**src/rtl/wam_pkg.sv**
```systemverilog
// wam_pkg: shared whack-a-mole types and constants
package wam_pkg;
  typedef enum logic [2:0] {IDLE, WAIT, ARMED, RESOLVED, DONE} state_t;
  localparam int NUM_LIGHTS_DEF = 9;
  localparam int CNT_W_DEF = 6;
  localparam int NORMAL_MAX_HITS = 25;
  localparam int EXTENDED_MAX_HITS = 50;
endpackage

```
**src/rtl/sat_counter.sv**
```systemverilog
// sat_counter: saturating up-counter with synchronous clear and async active-low reset
module sat_counter #(
  parameter int W = 6
) (
  input  logic         clk,
  input  logic         reset,
  input  logic         inc,
  input  logic         clr,
  output logic [W-1:0] q
);
  // clear wins over increment; hold at all-ones instead of wrapping
  always_ff @(posedge clk or negedge reset)
    if (!reset) q <= '0;
    else if (clr) q <= '0;
    else if (inc && q != '1) q <= q + 1'b1;
endmodule

```
**src/rtl/hit_scorer.sv**
```systemverilog
// hit_scorer: resolves mole flicks into hits/misses and tracks game over; HIT_SCORER_STREAK_EN adds best_streak
module hit_scorer
  import wam_pkg::*;
#(
  parameter int NUM_LIGHTS = NUM_LIGHTS_DEF,
  parameter int CNT_W = CNT_W_DEF
) (
  input  logic                  clk,
  input  logic                  reset,
  input  logic                  start,
  input  logic [NUM_LIGHTS-1:0] lights,
  input  logic                  key_valid,
  input  logic [3:0]            key_code,
  input  logic [CNT_W-1:0]      max_hits,
  input  logic                  sudden_death,
  output logic [CNT_W-1:0]      total_points,
  output logic [CNT_W-1:0]      misses,
  output logic [CNT_W-1:0]      flicks,
  output logic                  hit_pulse,
  output logic                  miss_pulse,
  output logic                  game_over,
  output logic [CNT_W-1:0]      best_streak
);
  state_t st, nxt;
  logic [NUM_LIGHTS-1:0] lights_q;
  logic [CNT_W-1:0] budget;
  logic [15:0] lights_ext;
  logic rise, fall, hit, hit_evt, miss_evt, flick_evt;
  state_t after_flick;
  // zero padding makes codes >= NUM_LIGHTS read as unlit, i.e. a wrong key
  assign lights_ext = 16'(lights);
  assign hit = key_valid && lights_ext[key_code];
  assign rise = (lights != '0) && (lights_q == '0);
  assign fall = (lights == '0) && (lights_q != '0);
  assign after_flick = (flicks == budget) ? DONE : WAIT;
  assign game_over = (st == DONE);
  // state, edge-detect history, budget latch and registered pulses
  always_ff @(posedge clk or negedge reset)
    if (!reset) begin
      st <= IDLE;
      lights_q <= '0;
      budget <= '0;
      hit_pulse <= 1'b0;
      miss_pulse <= 1'b0;
    end else begin
      st <= nxt;
      lights_q <= lights;
      budget <= (st == IDLE) ? max_hits : budget;
      hit_pulse <= hit_evt;
      miss_pulse <= miss_evt;
    end
  // next state and scoring events; nothing happens while start is low
  always_comb begin
    nxt = st;
    hit_evt = 1'b0;
    miss_evt = 1'b0;
    flick_evt = 1'b0;
    case (st)
      IDLE: if (start) nxt = (max_hits == '0) ? DONE : WAIT;
      WAIT: if (start && rise) begin
        flick_evt = 1'b1;
        nxt = ARMED;
      end
      ARMED: if (start) begin
        if (hit) begin
          hit_evt = 1'b1;
          nxt = RESOLVED;
        end else if (key_valid || fall) begin
          miss_evt = 1'b1;
          nxt = sudden_death ? DONE : fall ? after_flick : RESOLVED;
        end
      end
      RESOLVED: if (start && fall) nxt = after_flick;
      default: nxt = st;
    endcase
  end
  sat_counter #(.W(CNT_W)) u_points (.clk(clk), .reset(reset), .inc(hit_evt), .clr(1'b0), .q(total_points));
  sat_counter #(.W(CNT_W)) u_misses (.clk(clk), .reset(reset), .inc(miss_evt), .clr(1'b0), .q(misses));
  sat_counter #(.W(CNT_W)) u_flicks (.clk(clk), .reset(reset), .inc(flick_evt), .clr(1'b0), .q(flicks));
`ifdef HIT_SCORER_STREAK_EN
  logic [CNT_W-1:0] cur_streak;
  sat_counter #(.W(CNT_W)) u_streak (.clk(clk), .reset(reset), .inc(hit_evt), .clr(miss_evt), .q(cur_streak));
  // best run seen so far, trailing the live streak by one cycle
  always_ff @(posedge clk or negedge reset)
    if (!reset) best_streak <= '0;
    else best_streak <= (cur_streak > best_streak) ? cur_streak : best_streak;
`else
  assign best_streak = '0;
`endif
endmodule

```
**config.mk**
```make
export PLATFORM = sky130hd
export DESIGN_NAME = hit_scorer
export DESIGN_NICKNAME = d
export VERILOG_FILES = /design/src/rtl/wam_pkg.sv /design/src/rtl/sat_counter.sv /design/src/rtl/hit_scorer.sv
export SDC_FILE = /design/constraint.sdc
export NUM_CORES = 1
export LEC_CHECK = 0
export ABC_AREA = 0
export BUFFER_PORTS_ARGS = -buffer_cell sky130_fd_sc_hd__buf_2
export CELL_PAD_IN_SITES_DETAIL_PLACEMENT = 1
export CELL_PAD_IN_SITES_GLOBAL_PLACEMENT = 2
export CORE_UTILIZATION = 34
export CTS_BUF_LIST = sky130_fd_sc_hd__clkbuf_8
export DETAILED_ROUTE_END_ITERATION = 10
export PLACE_DENSITY = 0.84
export SLEW_MARGIN = 20
export SYNTH_ARGS = -nofsm -noshare
export SYNTH_HDL_FRONTEND = slang
export SYNTH_SLANG_ARGS = --single-unit
```
**constraint.sdc**
```tcl
create_clock -name clk -period 2.1 [get_ports clk]
set_input_delay 0.21 -clock clk [delete_from_list [all_inputs] [get_ports clk]]
set_output_delay 0.21 -clock clk [all_outputs]
set_load 0.005 [all_outputs]
```
**After elaboration in Yosys (flattened, before gate mapping)**

Cells that the tools add are included.

- Bits in registers: 38
- Bits of input ports: 24
- Output and inout bits: 27
- Word-level logic and storage cells: 64

- Add/sub/neg operators: 3
- Magnitude comparators: 1
- Equal/unequal tests: 13
- Multiplexer cells: 22
- Reductions and logical operators: 17

Operators with widths:

| operator | count |
|---|---|
| 2-to-1 mux 3 bit | 10 |
| adder 6 x 1 -> 6 bit, second input constant | 3 |
| zero test 9 bit | 2 |
| != test 6 bit, second input constant | 3 |
| nonzero test 9 bit | 2 |
| case mux 3 bit (4 select lines) | 1 |
| 2-to-1 mux 1 bit | 10 |
| logical AND 1 bit | 8 |
| != test 2 bit, second input constant | 4 |
| == test 3 x 2 -> 1 bit, second input constant | 2 |
| == test 6 bit | 1 |
| zero test 6 bit | 1 |
| AND reduction 6 bit | 1 |
| less-than comparator 4 x 5 -> 1 bit, second input constant | 1 |
| binary-select mux 1 bit (select 4 bit) | 1 |
| nonzero test 4 bit | 1 |
| == test 3 x 1 -> 1 bit, second input constant | 1 |
| == test 3 bit, second input constant | 1 |
| zero test 3 bit | 1 |
| != test 3 bit, second input constant | 1 |
| logical OR 1 bit | 1 |

**Depth between registers and ports, before layout**

- Depth in word-level cells: 8
- Gate-level depth with buffers: 7
- Mapped depth without buffers: 6

**By module**

Synthesis repeated with hierarchy kept, for this count alone.

- Cells, all modules: 206
- Area, all modules: 2114.5 um^2

By module, submodules not included:

| module | times used | cells each | area an instance (um^2) | seq. area each (um^2) |
|---|---|---|---|---|
| hit_scorer | 1 | 101 | 1078.5 | 500.5 |
| sat_counter | 3 | 35 | 345.3 | 150.1 |

**Least setup slack after synthesis**

No wires, ideal clock.

- Path kind: input to register
- Start point: input port lights[3]
- End point: register st[0]
- Setup time: 125 ps
- Arrival: 1807 ps
- Required time: 1975 ps
- Setup slack: 168 ps
- Stages on the path: 6
- Path buffers: 0
- Path through: or4_4 -> nor4_4 -> and2_2 -> a21oi_1 -> a21oi_2 -> mux2_2

- Word-level cells in the longest chain between the ends: 8
- Elaborated cells between the ends (all ways): 20
- Classes of those cells: eq/ne: 3; mux: 8; reduce/logical: 9

RTL lines:

| item | RTL line | source |
|---|---|---|
| start, declared | hit_scorer.sv:11 | `input logic [NUM_LIGHTS-1:0] lights,` |
| zero test 9 bit | hit_scorer.sv:34 | `assign fall = (lights == '0) && (lights_q != '0);` |
| logical AND 1 bit | hit_scorer.sv:34 |  |
| 2-to-1 mux 3 bit (2 in a row) | hit_scorer.sv:70 | `nxt = sudden_death ? DONE : fall ? after_flick : RESOLVED;` |
| 2-to-1 mux 3 bit | hit_scorer.sv:68 | `end else if (key_valid \|\| fall) begin` |
| 2-to-1 mux 3 bit | hit_scorer.sv:65 | `if (hit) begin` |
| 2-to-1 mux 3 bit | hit_scorer.sv:64 | `ARMED: if (start) begin` |
| case mux 3 bit (4 select lines) | hit_scorer.sv:58 | `case (st)` |
| end signal, assigned | hit_scorer.sv:46 | `st <= nxt;` |
| end, declared | hit_scorer.sv:24 | `state_t st, nxt;` |

Several ways; a longest one is shown, not always the timed one. The select of a mux whose other input is x is not followed.
A chain may end at the register's enable or synchronous reset.

**Final worst setup path**

- Start point: register lights_q[2]
- End point: register u_flicks.q[3]

- Word-level cells in the longest chain between the ends: 6

RTL lines:

| item | RTL line | source |
|---|---|---|
| start, declared | hit_scorer.sv:25 | `logic [NUM_LIGHTS-1:0] lights_q;` |
| start signal, assigned | hit_scorer.sv:47 | `lights_q <= lights;` |
| zero test 9 bit | hit_scorer.sv:33 | `assign rise = (lights != '0) && (lights_q == '0);` |
| logical AND 1 bit | hit_scorer.sv:33 |  |
| logical AND 1 bit | hit_scorer.sv:60 | `WAIT: if (start && rise) begin` |
| 2-to-1 mux 1 bit | hit_scorer.sv:60 |  |
| 2-to-1 mux 1 bit | hit_scorer.sv:58 |  |
| logical AND 1 bit | sat_counter.sv:15 | `else if (inc && q != '1) q <= q + 1'b1;` |
| end signal, assigned | sat_counter.sv:15 |  |
| end, declared | sat_counter.sv:9 | `output logic [W-1:0] q` |

No other way between the ends.

==> flow_summary.ini <==
[drt]
drtPass1Iterations = 4
drc = 0
vias = 1491
vias_per_cell = 4.97
routed_wl_mm = 4.27
drt-wirelength-per-cell_um = 14.2
ant_nets = 0
first_iter_violations = 46

[setup_path]
required_ns = 2.27
critPathArrivalTime_ns = 2.07
crit_type = reg -> reg
rrSetupSlack_ns = 0.20
cp_max_fo = 4
cp_num_buf_inv = 0
crit_path_end_kind = flop
setup.worst_path.start_class = flop
crit_slowest_cell = dfrtp_1
cp_slowest_stage_delay_ns = 0.37
cp_top_family = simple AND/OR/NAND/NOR gates
crit_chain = nor4_1, nand3_1, nor2_1, nand4_1, or2_2, xnor2_1

[power]
vdd_drop_max_uv = 289
switchingPower_uw = 504
finalPower_uw = 1870
clkPwrFrac = 0.324
p_leak_uw = 0.00119
p_comb_frac = 0.207
p_sw_frac = 0.269
powerDensity_mw_per_mm2 = 786
pwr-share-seq = 0.469
power.internal_uw = 1370

[cts]
ctsHoldBuffers = 0
cts_root_buf = clkbuf_8
post_cts_buffers = 0
clock-sinks = 38
cts_resized = 0
clk_latency_ns = 0.29
cts_tree = done
clk_path_buf_depth = 2
ctsHtreeMaxLevel = 2
cts_buffers = 5
clk_pin_slew_worst_paths_ns = 0.07

[synthesis]
ys_seq_elements = 38
yosysTopAreaCell = dfrtp_1
netlist_instances = 173
yosys_warnings = 0
yosys_most_used_dff = dfrtp_1
ys_top_cells_by_area = dfrtp_1 49%, mux2_2 5.8%, xnor2_1 4.9%, xor2_1 3.6%, buf_4 2.3%
yosysSeqAreaShare = 0.488
synth_top_area_share = 0.488
syn-mean-instance-area_um2 = 11.3
netlist_area_mm2 = 0.00195
synth_cell_types = 48
async_reset_ff_frac = 1.00
synth_edf_count = 0

[timing]
final_max_slew_viol_count = 0
finalCriticalPeriod_ns = 1.90
worst_slew_pin_slew_ns = 0.840
timing.setup.tns_ns = 0
skew_ns = 0.00271
fmax_mhz = 526
min_period_over_period = 0.906
fin_hold_ws_ns = 0.0226
rsz0062_at_grt = false
hold_viol = 0
finalSetupViolCount = 0
relSlewSlack = 0.440

[outcome]
status = complete, no violations

[cells_and_area]
utilization = 0.433
drive_gt1_frac = 0.346
fin_nets = 254
diodes = 0
syn_to_final_growth_pct = 22.3

[floorplan]
die_area_mm2 = 0.00604
io_pins = 51
die_x_um = 77.7
dieHeight_um = 77.7
initial_utilization = 0.354
row_count = 27
coreArea_mm2 = 0.00551

[global_routing]
grt_pass1_wl_mm = 7.40
grtUsageTotal = 0.158
grt_max_degree = 39
grt-ovfl-total = 0
antenna_found_initial = 0
grt_pass1_vias = 1477

[placement]
numPortBuffers = 44
gp_congestion = 0.772
dp_hpwl_mm = 3.29

[hold_path]
min_path_type = in -> async

[flow_run]
cap_viol_max_count = 0
-- routing by layer --
layer	part of all wire	vias to the layer above	global-route usage	wire length (um)
met5	0	-	0	0
met4	0.015	0	0.0566	63
met1	0.47	737	0.216	2020
li1	-	723	-	-
met3	0.035	7	0.0341	151
met2	0.48	24	0.247	2040
-- power by group through the flow --
stage | Combinational, uW | Sequential [uW] | Clock (uW)
after floorplan | 274 | 875 | 0
after global placement | 383 | 893 | 0
after detailed placement | 388 | 895 | 0
after CTS | 393 | 880 | 631
after global routing | 431 | 892 | 657
final | 388 | 880 | 606
-- state kept, by name, summed over array words and instances, names as in the netlist --
| name | flops |
|---|---|
| budget | 6 |
| hit_pulse | 1 |
| lights_q | 9 |
| miss_pulse | 1 |
| st | 3 |
| u_flicks.q | 6 |
| u_misses.q | 6 |
| u_points.q | 6 |
-- cell families (layout without fill, tap and decap cells) --
group | Yosys count | count (layout) | share of synthesized area
AND/OR/NAND/NOR | 64 | 64 | 0.200
buffers and inverters | 11 | 61 | 0.0327
XOR/XNOR | 19 | 19 | 0.0854
multiplexers | 15 | 15 | 0.0841
AO/OA/AOI/OAI | 22 | 22 | 0.0886
adder cells (fa/ha/maj) | 3 | 3 | 0.0193
flip-flops | 38 | 38 | 0.488
other | 1 | 6 | 0.00192
-- through the flow --
step | std cells | setup slack, ns | area, um2
floorplan | 178 | 0.168 | 1970
global placement | 292 | 0.0579 | 2270
detailed placement | 292 | 0.0268 | 2270
CTS | 300 | 0.165 | 2380
global route | 300 | 0.0198 | 2380
finish | 300 | 0.197 | 2380
-- worst register-to-register path, delay by kind of cell, from the launching register on --
kind,cells,cell delay [ns]
flops,1,0.37
xor+xnor,1,0.13
simple gates,5,1.29
-- cell usage in the layout (no fill, tap or decap), types with 3 or more instances in the layout --
cell type	netlist	final
buf_2	0	44
dfrtp_1	38	38
nand2_1	11	11
xnor2_1	11	11
mux2_2	10	10
xor2_1	8	8
nor2b_1	7	7
nand3_1	7	7
buf_4	6	7
nor3_1	6	6
conb_1	1	6
nor2_1	5	5
and3_1	5	5
nand4_1	5	5
clkbuf_8	0	5
mux2i_1	4	4
a21oi_1	4	4
nand2b_1	4	4
a31oi_1	3	3
ha_1	3	3
-- final timing paths --
| check | start | to | cells past startpoint |
|---|---|---|---|
| min in group clk | lights[0] | lights_q[0]$_DFF_PN0_ | 1 |
| setup reg to reg | lights_q[2]$_DFF_PN0_ | u_flicks.q[3]$_DFFE_PN0P_ | 6 |
| setup / recovery | lights_q[2]$_DFF_PN0_ | u_flicks.q[3]$_DFFE_PN0P_ | 6 |
| hold reg to reg | u_misses.q[5]$_DFFE_PN0P_ | u_misses.q[5]$_DFFE_PN0P_ | 1 |
| max in group asynchronous | reset | u_points.q[4]$_DFFE_PN0P_ | 1 |
| hold / removal | reset | budget[0]$_DFFE_PN0N_ | 1 |
-- layout make-up --
class	instances	area, um2
Inverter	2	7.51
Multi-Input combinational cell	129	953
Clock buffer	5	68.8
Sequential cell	38	951
Clock inverter	3	40.0
Tap cell	72	90.1
Fill cell	639	3120
Timing Repair Buffer	51	273
-- synthesized netlist by cell type, drive strengths merged, types with 2 or more instances --
cell type	n
ha	3
inv	2
nor4	3
or4	2
mux2	11
xor2	8
mux2i	4
clkbuf	3
buf	6
nor2b	7
nand3	8
a32o	2
a21oi	5
dfrtp	38
and3	5
xnor2	11
nor2	5
nor3	8
nand2	11
nand4	5
nand2b	4
a31oi	3
Note: power is estimated with default switching activity, not from simulation.
